<file path="src/rtl/polar_deccoder_pkg.sv">
// ---------------------------------------------------------------------------
// polar_deccoder_pkg
// Shared constants for the N=8 successive-cancellation polar decoder.
//   POLAR_SIZE     : default channel LLR width in bits
//   POLAR_N        : code length
//   BELIEF_GUARD   : extra bits carried by internal beliefs so that three
//                    stages of g-node additions never overflow
//   POLAR_BELIEF_W : internal belief width for the default LLR width
//   FROZEN_MASK    : bit i set means u(i+1) is frozen to 0 (bit0 = u1)
// ---------------------------------------------------------------------------
package polar_deccoder_pkg;

  localparam int POLAR_SIZE     = 8;
  localparam int POLAR_N        = 8;
  localparam int BELIEF_GUARD   = 3;
  localparam int POLAR_BELIEF_W = POLAR_SIZE + BELIEF_GUARD;

  // Frozen set {u1,u2,u3,u5}; information set {u4,u6,u7,u8}.
  localparam logic [POLAR_N-1:0] FROZEN_MASK = 8'b0001_0111;

endpackage

</file>
<file path="src/rtl/polar_deccoder_if.sv">
// ---------------------------------------------------------------------------
// polar_deccoder_if
// Bundles the eight channel LLRs and the eight decoded bits.
//   x1_in..x8_in           : signed LLRs of codeword bits c1..c8 (positive = 0)
//   u1_hat_out..u8_hat_out : decoded message bits u1..u8
// Modports:
//   master : the LLR source / decision sink (drives x, reads u)
//   slave  : the decoder (reads x, drives u)
// Flow control: none. This is a free-running stream -- a new vector is
// taken on every rising clock edge and there is no valid/ready pair and no
// stall; the decisions for the vector sampled at edge k are presented after
// edge k+1.
// ---------------------------------------------------------------------------
interface polar_deccoder_if
  import polar_deccoder_pkg::*;
#(
  parameter int SIZE = POLAR_SIZE
) ();

  logic signed [SIZE-1:0] x1_in, x2_in, x3_in, x4_in;
  logic signed [SIZE-1:0] x5_in, x6_in, x7_in, x8_in;
  logic u1_hat_out, u2_hat_out, u3_hat_out, u4_hat_out;
  logic u5_hat_out, u6_hat_out, u7_hat_out, u8_hat_out;

  modport master (
    output x1_in, x2_in, x3_in, x4_in, x5_in, x6_in, x7_in, x8_in,
    input  u1_hat_out, u2_hat_out, u3_hat_out, u4_hat_out,
           u5_hat_out, u6_hat_out, u7_hat_out, u8_hat_out
  );

  modport slave (
    input  x1_in, x2_in, x3_in, x4_in, x5_in, x6_in, x7_in, x8_in,
    output u1_hat_out, u2_hat_out, u3_hat_out, u4_hat_out,
           u5_hat_out, u6_hat_out, u7_hat_out, u8_hat_out
  );

endinterface

</file>
<file path="src/rtl/polar_fg_node.sv">
// ---------------------------------------------------------------------------
// polar_fg_node
// One SC tree node: produces both the min-sum f value and the g value for
// the belief pair (a, b).
//   a, b  : input beliefs (signed, W bits)
//   s     : partial sum from the already-decided upper half
//   f_out : sign(a)*sign(b)*min(|a|,|b|)
//   g_out : b + a when s = 0, b - a when s = 1
// Callers size W so that |a|,|b| never reach -2^(W-1), so the magnitude
// negation below cannot wrap.
// ---------------------------------------------------------------------------
module polar_fg_node #(
  parameter int W = 11
) (
  input  logic signed [W-1:0] a,
  input  logic signed [W-1:0] b,
  input  logic                s,
  output logic signed [W-1:0] f_out,
  output logic signed [W-1:0] g_out
);

  logic signed [W-1:0] abs_a;
  logic signed [W-1:0] abs_b;
  logic signed [W-1:0] mag;

  assign abs_a = a[W-1] ? -a : a;
  assign abs_b = b[W-1] ? -b : b;
  assign mag   = (abs_a < abs_b) ? abs_a : abs_b;
  assign f_out = (a[W-1] ^ b[W-1]) ? -mag : mag;
  assign g_out = s ? (b - a) : (b + a);

endmodule

</file>
<file path="src/rtl/polar_deccoder.sv">
// ---------------------------------------------------------------------------
// polar_deccoder
// Successive-cancellation decoder for an N=8 polar code, c = u * F^(x3),
// natural bit order. Two register banks: the LLRs are captured every edge,
// the SC tree evaluates combinationally from that bank, and the eight
// decisions are captured on the following edge (latency 2 edges, one vector
// per cycle).
//   clk   : rising-edge clock
//   rst_n : asynchronous active-low reset; clears both banks, so the
//           outputs drop to 0 immediately and in-flight vectors are lost
//   bus   : slave side of polar_deccoder_if (LLRs in, decisions out)
// ---------------------------------------------------------------------------
module polar_deccoder
  import polar_deccoder_pkg::*;
#(
  parameter int SIZE = POLAR_SIZE
) (
  input  logic             clk,
  input  logic             rst_n,
  polar_deccoder_if.slave  bus
);

  localparam int BW = SIZE + BELIEF_GUARD;
  localparam logic signed [BW-1:0] BELIEF_ZERO = '0;

  // Frozen positions are forced to 0; information bits are 1 only for a
  // strictly negative leaf belief (a zero tie decodes to 0).
  function automatic logic decide(input logic signed [BW-1:0] llr,
                                  input logic [2:0]           idx);
    return !FROZEN_MASK[idx] && (llr < BELIEF_ZERO);
  endfunction

  // -------------------------------------------------------------- input bank
  logic signed [SIZE-1:0] x_d [POLAR_N];
  logic signed [SIZE-1:0] x_q [POLAR_N];

  always_comb begin
    x_d[0] = bus.x1_in;
    x_d[1] = bus.x2_in;
    x_d[2] = bus.x3_in;
    x_d[3] = bus.x4_in;
    x_d[4] = bus.x5_in;
    x_d[5] = bus.x6_in;
    x_d[6] = bus.x7_in;
    x_d[7] = bus.x8_in;
  end

  always_ff @(posedge clk or negedge rst_n) begin
    if (!rst_n) begin
      for (int i = 0; i < POLAR_N; i++) x_q[i] <= '0;
    end else begin
      for (int i = 0; i < POLAR_N; i++) x_q[i] <= x_d[i];
    end
  end

  // ------------------------------------------------------------ SC tree
  logic signed [BW-1:0] l0  [POLAR_N];
  logic signed [BW-1:0] f1  [4];
  logic signed [BW-1:0] g1  [4];
  logic signed [BW-1:0] f2a [2];
  logic signed [BW-1:0] g2a [2];
  logic signed [BW-1:0] f2b [2];
  logic signed [BW-1:0] g2b [2];
  logic signed [BW-1:0] llr1, llr2, llr3, llr4, llr5, llr6, llr7, llr8;
  logic d1, d2, d3, d4, d5, d6, d7, d8;
  logic [3:0] ps_hi;  // u1..u4 re-encoded with F^(x2)
  logic [1:0] ps_a;   // u1..u2 re-encoded with F
  logic [1:0] ps_b;   // u5..u6 re-encoded with F

  // Sign-extend the registered LLRs into the wider belief domain.
  for (genvar i = 0; i < POLAR_N; i++) begin : g_ext
    assign l0[i] = {{(BW-SIZE){x_q[i][SIZE-1]}}, x_q[i]};
  end

  // Stage 1: f feeds the u1..u4 subtree, g (with ps_hi) feeds u5..u8.
  for (genvar i = 0; i < 4; i++) begin : g_s1
    polar_fg_node #(.W(BW)) u_node (
      .a(l0[i]), .b(l0[i+4]), .s(ps_hi[i]), .f_out(f1[i]), .g_out(g1[i])
    );
  end

  // Stage 2 of both halves.
  for (genvar j = 0; j < 2; j++) begin : g_s2
    polar_fg_node #(.W(BW)) u_node_a (
      .a(f1[j]), .b(f1[j+2]), .s(ps_a[j]), .f_out(f2a[j]), .g_out(g2a[j])
    );
    polar_fg_node #(.W(BW)) u_node_b (
      .a(g1[j]), .b(g1[j+2]), .s(ps_b[j]), .f_out(f2b[j]), .g_out(g2b[j])
    );
  end

  // Leaves: each node yields the LLR of an odd bit (f) and the next even
  // bit (g, steered by the odd bit's decision).
  polar_fg_node #(.W(BW)) u_leaf12 (
    .a(f2a[0]), .b(f2a[1]), .s(d1), .f_out(llr1), .g_out(llr2)
  );
  polar_fg_node #(.W(BW)) u_leaf34 (
    .a(g2a[0]), .b(g2a[1]), .s(d3), .f_out(llr3), .g_out(llr4)
  );
  polar_fg_node #(.W(BW)) u_leaf56 (
    .a(f2b[0]), .b(f2b[1]), .s(d5), .f_out(llr5), .g_out(llr6)
  );
  polar_fg_node #(.W(BW)) u_leaf78 (
    .a(g2b[0]), .b(g2b[1]), .s(d7), .f_out(llr7), .g_out(llr8)
  );

  assign d1 = decide(llr1, 3'd0);
  assign d2 = decide(llr2, 3'd1);
  assign d3 = decide(llr3, 3'd2);
  assign d4 = decide(llr4, 3'd3);
  assign d5 = decide(llr5, 3'd4);
  assign d6 = decide(llr6, 3'd5);
  assign d7 = decide(llr7, 3'd6);
  assign d8 = decide(llr8, 3'd7);

  // Partial sums: the decided upper half pushed back through the encoder.
  assign ps_a  = {d2, d1 ^ d2};
  assign ps_b  = {d6, d5 ^ d6};
  assign ps_hi = {d4, d3 ^ d4, d2 ^ d4, d1 ^ d2 ^ d3 ^ d4};

  // ------------------------------------------------------------- output bank
  logic [POLAR_N-1:0] u_q;

  always_ff @(posedge clk or negedge rst_n) begin
    if (!rst_n) begin
      u_q <= '0;
    end else begin
      u_q <= {d8, d7, d6, d5, d4, d3, d2, d1};
    end
  end

  assign bus.u1_hat_out = u_q[0];
  assign bus.u2_hat_out = u_q[1];
  assign bus.u3_hat_out = u_q[2];
  assign bus.u4_hat_out = u_q[3];
  assign bus.u5_hat_out = u_q[4];
  assign bus.u6_hat_out = u_q[5];
  assign bus.u7_hat_out = u_q[6];
  assign bus.u8_hat_out = u_q[7];

endmodule

</file>
<file path="src/flat_wrapper.sv">
// flat-port wrapper written by rule: the top's interface ports become plain ports
module polar_deccoder_flat import polar_deccoder_pkg::*;
#(
  parameter int SIZE = POLAR_SIZE
)
  (clk, rst_n, bus_x1_in, bus_x2_in, bus_x3_in, bus_x4_in, bus_x5_in, bus_x6_in, bus_x7_in, bus_x8_in, bus_u1_hat_out, bus_u2_hat_out, bus_u3_hat_out, bus_u4_hat_out, bus_u5_hat_out, bus_u6_hat_out, bus_u7_hat_out, bus_u8_hat_out);
  polar_deccoder_if #(.SIZE(SIZE)) bus_i ();
  input  logic clk;
  input  logic rst_n;
  input wire logic [$bits(bus_i.x1_in)-1:0] bus_x1_in;
  input wire logic [$bits(bus_i.x2_in)-1:0] bus_x2_in;
  input wire logic [$bits(bus_i.x3_in)-1:0] bus_x3_in;
  input wire logic [$bits(bus_i.x4_in)-1:0] bus_x4_in;
  input wire logic [$bits(bus_i.x5_in)-1:0] bus_x5_in;
  input wire logic [$bits(bus_i.x6_in)-1:0] bus_x6_in;
  input wire logic [$bits(bus_i.x7_in)-1:0] bus_x7_in;
  input wire logic [$bits(bus_i.x8_in)-1:0] bus_x8_in;
  output wire logic [$bits(bus_i.u1_hat_out)-1:0] bus_u1_hat_out;
  output wire logic [$bits(bus_i.u2_hat_out)-1:0] bus_u2_hat_out;
  output wire logic [$bits(bus_i.u3_hat_out)-1:0] bus_u3_hat_out;
  output wire logic [$bits(bus_i.u4_hat_out)-1:0] bus_u4_hat_out;
  output wire logic [$bits(bus_i.u5_hat_out)-1:0] bus_u5_hat_out;
  output wire logic [$bits(bus_i.u6_hat_out)-1:0] bus_u6_hat_out;
  output wire logic [$bits(bus_i.u7_hat_out)-1:0] bus_u7_hat_out;
  output wire logic [$bits(bus_i.u8_hat_out)-1:0] bus_u8_hat_out;
  assign bus_i.x1_in = bus_x1_in;
  assign bus_i.x2_in = bus_x2_in;
  assign bus_i.x3_in = bus_x3_in;
  assign bus_i.x4_in = bus_x4_in;
  assign bus_i.x5_in = bus_x5_in;
  assign bus_i.x6_in = bus_x6_in;
  assign bus_i.x7_in = bus_x7_in;
  assign bus_i.x8_in = bus_x8_in;
  assign bus_u1_hat_out = bus_i.u1_hat_out;
  assign bus_u2_hat_out = bus_i.u2_hat_out;
  assign bus_u3_hat_out = bus_i.u3_hat_out;
  assign bus_u4_hat_out = bus_i.u4_hat_out;
  assign bus_u5_hat_out = bus_i.u5_hat_out;
  assign bus_u6_hat_out = bus_i.u6_hat_out;
  assign bus_u7_hat_out = bus_i.u7_hat_out;
  assign bus_u8_hat_out = bus_i.u8_hat_out;
  polar_deccoder #(.SIZE(SIZE)) u_core (.clk(clk), .rst_n(rst_n), .bus(bus_i));
endmodule
</file>
<file path="config.mk">
export PLATFORM = sky130hd
export DESIGN_NAME = polar_deccoder_flat
export DESIGN_NICKNAME = d
export VERILOG_FILES = /design/src/rtl/polar_deccoder_pkg.sv /design/src/rtl/polar_deccoder_if.sv /design/src/rtl/polar_fg_node.sv /design/src/rtl/polar_deccoder.sv /design/src/flat_wrapper.sv
export SDC_FILE = /design/constraint.sdc
export NUM_CORES = 1
export LEC_CHECK = 0
export CORE_ASPECT_RATIO = 1.4
export CORE_MARGIN = 4
export CORE_UTILIZATION = 35
export CTS_CLUSTER_SIZE = 30
export DETAILED_ROUTE_END_ITERATION = 10
export PLACE_DENSITY = 0.56
export SYNTH_ARGS = -nofsm -noshare
export SYNTH_HDL_FRONTEND = slang
export SYNTH_SLANG_ARGS = --single-unit
</file>
<file path="constraint.sdc">
create_clock -name clk -period 23.5 [get_ports clk]
set_input_delay 7.05 -clock clk [delete_from_list [all_inputs] [get_ports clk]]
set_output_delay 7.05 -clock clk [all_outputs]
set_load 0.1 [all_outputs]
</file>
### Word level (Yosys, flattened, before mapping)

Index checks and enable logic that the tools add are counted.

* register bits: 68
* latch bits: 0
* RAM bits: 0
* memory bits (read-only): 0
* bits of input ports: 66
* output and inout port bits: 8
* logic and storage cells: 101
* memories: 0

* $add $sub $neg: 39
* multiply operators: 0
* div/mod/pow operators: 0
* $lt $le $gt $ge: 11
* eq/ne operators: 0
* shift-type cells: 0
* muxes and demuxes: 35
* bitwise logic cells: 7
* reduce and logical (&&, ||, !) cells: 0

Operator list (number)
* $mux W11: 35
* $neg A11 Y11: 13
* $neg A8 Y11: 8
* $add A11 B11 Y11: 7
* $lt A11 B11 Y1: 7
* $lt A11 B1 Y1 const B: 4
* $add A8 B8 Y9: 4
* $sub A8 B8 Y9: 4
* $sub A11 B11 Y11: 3
* $xor A1 B1 Y1: 7

### Longest topological paths before layout

* depth in word-level cells: 28
* depth in mapped cells: 128
* depth with buffers taken out: 122

### Modules after synthesis

Synthesis repeated with hierarchy kept, for this count alone.

* cells, all modules: 2965
* area, all modules: 22550.4 µm²

Modules (own cells, without submodules)
* polar_fg_node (u_core.g_s1[0].u_node ...): instances 10, cells each 263, area each 1893.1 µm², sequential area each 0.0 µm²
* polar_fg_node (u_core.g_s2[1].u_node_a): instances 1, cells each 262, area each 1884.3 µm², sequential area each 0.0 µm²
* polar_deccoder: instances 1, cells each 73, area each 1735.4 µm², sequential area each 1701.6 µm²

### Least setup slack after synthesis

OpenSTA, ideal clock, no wires.

* kind: register -> register
* start: reg u_core.x_q (netlist bit u_core.l0[55])
* end: reg u_core.u_q[7]
* library setup time: 0.128 ns
* data arrival time: 21.729 ns
* data required time: 23.372 ns
* slack: 1.643 ns
* stages on the path, launching flop included: 119
* path buffers: 7
* cell sequence: dfrtp_1 > inv_1 > ha_1 > or3b_1 > or3_1 > nor3_1 > ha_1 > ha_1 > a21oi_1 > o211ai_1 > a221oi_1 > a211oi_2 > clkbuf_1 > nor2_1 > a21oi_1 > ha_1 > nand2_1 > or3_1 > (+83 left out) > nor4b_2 > o31ai_1 > nor2_1 > xor2_1 > mux2i_1 > ha_1 > a21o_1 > a21o_1 > a21oi_1 > nor2b_1 > o21ai_0 > nand2b_1 > a21o_1 > nor2_1 > a21oi_1 > and3_1 > a211oi_1 > o32ai_1

* longest elaborated chain between the ends: 28

Ends and longest elaborated chain
* start, declared: RTL line polar_deccoder.sv:35 `logic signed [SIZE-1:0] x_q [POLAR_N];`
* $neg A8 Y11: RTL line polar_fg_node.sv:26 `assign abs_a = a[W-1] ? -a : a;`
* $mux W11: RTL line polar_fg_node.sv:26
* $lt A11 B11 Y1: RTL line polar_fg_node.sv:28 `assign mag = (abs_a < abs_b) ? abs_a : abs_b;`
* $mux W11: RTL line polar_fg_node.sv:28
* $neg A11 Y11: RTL line polar_fg_node.sv:29 `assign f_out = (a[W-1] ^ b[W-1]) ? -mag : mag;`
* $mux W11: RTL line polar_fg_node.sv:29
* $add A11 B11 Y11 (2 in series): RTL line polar_fg_node.sv:30 `assign g_out = s ? (b - a) : (b + a);`
* $lt A11 B1 Y1: RTL line polar_deccoder.sv:30 `return !FROZEN_MASK[idx] && (llr < BELIEF_ZERO);`
* (+13 left out)
* $mux W11: RTL line polar_fg_node.sv:28
* $neg A11 Y11: RTL line polar_fg_node.sv:29
* $mux W11 *: RTL line polar_fg_node.sv:29
* $lt A11 B1 Y1 *: RTL line polar_deccoder.sv:30
* net u_core.d7: RTL line polar_deccoder.sv:65 `logic d1, d2, d3, d4, d5, d6, d7, d8;`
* $mux W11 *: RTL line polar_fg_node.sv:30
* $lt A11 B1 Y1 *: RTL line polar_deccoder.sv:30
* net u_core.d8: RTL line polar_deccoder.sv:65
* end signal, assigned: RTL line polar_deccoder.sv:128 `u_q <= {d8, d7, d6, d5, d4, d3, d2, d1};`
* end, declared: RTL line polar_deccoder.sv:122 `logic [POLAR_N-1:0] u_q;`

Mark *: on every way through the listed nets, which the timed path passes. The rest lies on a longest branch.

### Worst setup path after layout

* start: reg u_core.x_q (netlist bit u_core.l0[66])
* end: reg u_core.u_q[7]

* longest elaborated chain between the ends: 28

Ends and longest elaborated chain (RTL line)
* $neg A8 Y11: polar_fg_node.sv:26
* $mux W11 *: polar_fg_node.sv:26
* $lt A11 B11 Y1: polar_fg_node.sv:28
* $mux W11 *: polar_fg_node.sv:28
* $neg A11 Y11: polar_fg_node.sv:29
* $mux W11 *: polar_fg_node.sv:29
* $add A11 B11 Y11 * (2 in series): polar_fg_node.sv:30
* $lt A11 B1 Y1 *: polar_deccoder.sv:30
* net u_core.d4: polar_deccoder.sv:65
* (+13 left out)
* $mux W11: polar_fg_node.sv:28
* $neg A11 Y11: polar_fg_node.sv:29
* $mux W11 *: polar_fg_node.sv:29
* $lt A11 B1 Y1 *: polar_deccoder.sv:30
* net u_core.d7: polar_deccoder.sv:65
* $mux W11 *: polar_fg_node.sv:30
* $lt A11 B1 Y1 *: polar_deccoder.sv:30
* net u_core.d8: polar_deccoder.sv:65

Marks and branches as above.

==> metrics.md <==
| Metric | Value |
|---|---|
| DRC Markers | `0` |
| Most common cell after layout, fill and taps aside | `ha_1` |
| H-tree Lvls | `3` |
| Die Ht | `241 um` |
| Diode count | `0` |
| Crit-path slowest cell | `nor4b_1` |
| Final Hold Vio Count | `0` |
| Max_slew headroom | `27.6%` |
| Via count | `12700` |
| Vias in the first global route | `12400` |
| Core Area | `38400 um^2` |
| Mapped Area | `13500 um^2` |
| Total grt overflow | `0` |
| Initial antenna violation count | `0` |
| Status | `completed` |
| Routed WL per cell | `16.9 um` |
| Pin count of the biggest net entering global routing | `59` |
| Post-Synth XOR/XNOR Area | `14.5%` |
| First-pass GRT wire length | `64300 um` |
| Mux cell area share after synthesis | `3.63%` |
| Worst Setup SP | `u_core.l0[66]$_DFF_PN0_` |
| Syn avg cell area | `7.67 um^2` |
| Die outline width | `174 um` |
| Fin crit share | `92.8%` |
| Hold-fix buffers at CTS | `0` |
| Ys Warns | `0` |
| Worst path arrival time | `22.07 ns` |
| Pins over their slew limit | `0` |
| Routed vias/inst | `5.32` |
| Port Buf Inserts | `69` |
| Worst Min Path Start | `u_core.l0[77]$_DFF_PN0_` |
| Fillers | `3944` |
| FP Rows | `85` |
| Yosys reg bits | `68` |
| Initial core utilization | `35.3%` |
| Critical R2R Launch | `u_core.l0[66]$_DFF_PN0_` |
| Critical Path End Type | `flip-flop` |
| Worst slew pin tran | `1.08 ns` |
| Clock period minus worst slack | `21.81 ns` |
| DRT Pass-1 Iters | `5` |
| CP max FO | `9` |
| F_max | `0.0458 GHz` |
| Post-route ant nets | `0` |
| Clock-pin slew on the worst setup and hold paths | `0.07 ns` |
| Share of cells above drive strength 1 | `9.10%` |
| Maximum clock path buffer count | `2` |
| Skew-Pair Late Insertion Delay | `0.37 ns` |
| Total Die Area | `41900 um^2` |
| Critical Path Source Type | `flip-flop` |
| Cells after Synth | `1765` |
| Cts bufs inserted | `9` |
| Initial drt markers | `629` |
| Worst Setup Path Type | `reg2reg` |
| Critical path's largest stage delay | `0.51 ns` |
| Max-cap violations | `0` |
| Worst Path Required | `23.75 ns` |
| Root Buffer | `clkbuf_16` |
| Compound-Gate Fraction of Synth Area | `20.2%` |
| EDFF count, synth | `0` |
| Main combinational cell family by area after synthesis | `simple AND/OR/NAND/NOR gates` |
| Unrepaired setup endpoints after global routing | `false` |
| Most frequent cells in the layout | `167 x ha_1, 157 x nand2_1, 153 x nor2_1` |
| Skew final | `0.0168 ns` |
| Final HPWL DP | `33500 um` |
| Final WL | `40400 um` |
| Simple-gate portion of the synthesized area | `23.6%` |
| TritonCTS clock tree | `built` |
| Async SR Flop Fraction | `100%` |
| Adder-cell share of the synthesized area | `19.8%` |
| I/O pin count | `74` |
| Layout area overhead | `15.6%` |
| Post-synthesis cell type count | `98` |
| Synth Flop Type | `dfrtp_1` |
| Final Setup Violations | `0` |
| HP Class | `reg2reg` |
| Register area share after synthesis | `12.6%` |
| Layout Nets | `2130` |
| Final Core Density | `40.8%` |
| Total GRT Usage | `18.8%` |
| Placer Congestion | `0.949` |
| Clock sinks | `68` |
synth_stat cells (10+ instances only):
cell | number | area [um^2]
ha_1 | 174 | 2180
nand2_1 | 157 | 589
nor2_1 | 155 | 582
inv_1 | 128 | 480
xnor2_1 | 112 | 981
a21oi_1 | 107 | 536
o21ai_0 | 104 | 521
xor2_1 | 93 | 815
dfrtp_1 | 68 | 1700
nor3_1 | 57 | 285
nand3_1 | 39 | 195
nor2b_1 | 38 | 238
a21o_1 | 37 | 278
mux2i_1 | 35 | 350
clkbuf_1 | 33 | 124
fa_1 | 25 | 500
or3_1 | 25 | 156
nand2b_1 | 23 | 144
nor3b_1 | 19 | 143
a31oi_1 | 16 | 100
nor4_1 | 16 | 100
and3_1 | 15 | 93.8
o211ai_1 | 15 | 113
or2_2 | 15 | 93.8
a21boi_0 | 14 | 105
o21bai_1 | 14 | 105
buf_4 | 13 | 97.6
o31ai_1 | 13 | 97.6
nand4_1 | 12 | 75.1
o21a_1 | 12 | 90.1
a211oi_1 | 10 | 75.1
worst paths after layout:
kind	endpoint	slack, ns	cells past startpoint
min in group asynchronous	u_core.u_q[5]$_DFF_PN0_	6.52	1
min reg2reg	u_core.u_q[3]$_DFF_PN0_	1.45	6
max in group asynchronous	u_core.l0[46]$_DFF_PN0_	15.96	2
max	u_core.u_q[7]$_DFF_PN0_	1.69	113
min	u_core.u_q[3]$_DFF_PN0_	1.45	6
max reg2reg	u_core.u_q[7]$_DFF_PN0_	1.69	113
registers in the layout, indices dropped and copies added, names as in the netlist:
signal      count
u_core.l0      64
u_core.u_q      4
cell type report:
class | instances | area [um^2] | share of cell area, %
Sequential cell | 68 | 1700 | 10.9
Clock inverter | 5 | 55.1 | 0.352
Tap cell | 522 | 653 | 4.17
Multi-Input combinational cell | 1535 | 11400 | 73.1
Timing Repair Buffer | 117 | 1070 | 6.85
Clock buffer | 9 | 225 | 1.44
Inverter | 134 | 505 | 3.23
cells by family after synthesis:
| kind of cell | count (synthesis) |
|---|---|
| other | 2 |
| and+or+nand+nor | 630 |
| buffers and inverters | 188 |
| xor gates and xnor gates | 214 |
| adders and majority gates | 200 |
| AOI/OAI and AO/OA | 417 |
| muxes | 46 |
| DFF | 68 |
worst max-delay path, delay by kind of cell (launching register included):
kind,cells,cell delay [ns]
simple gates,33,5.50
flops,1,0.39
xor+xnor,11,2.30
mux,1,0.20
fa+ha+maj,14,4.35
buf+inv,8,1.20
compound gates,46,7.74
routing by layer:
layer  global-route usage (%)  part of all wire [%]  vias up
li1                         -                     -     6421
met1                     22.0                    42     5997
met2                     35.8                    52      237
met3                     1.69                   2.3       69
met4                     6.72                   3.3        0
met5                        0                     0        -
repair_timing:
action | CTS | global route
endpoints found under the setup margin | 1 | 1
pin swaps | 2 | 12
gates resized for setup | 2 | 80
setup buffers | 2 | 11
stage by stage:
step                worst slack (ns)  cell area [um^2]  TNS, ns  std cells  hold WS [ns]
floorplan                       1.64             13600        0       1791          1.34
global placement              0.0193             15000        0       2363          1.60
detailed placement            -0.312             15000   -0.312       2363          1.62
CTS                           0.0123             15300        0       2379          1.64
global route                 0.00570             15700        0       2390          1.56
finish                          1.69             15700        0       2390          1.45
Power is left out: the tool's default activity adds up to more than one toggle a clock period on the data nets, which glitch-free logic cannot reach.
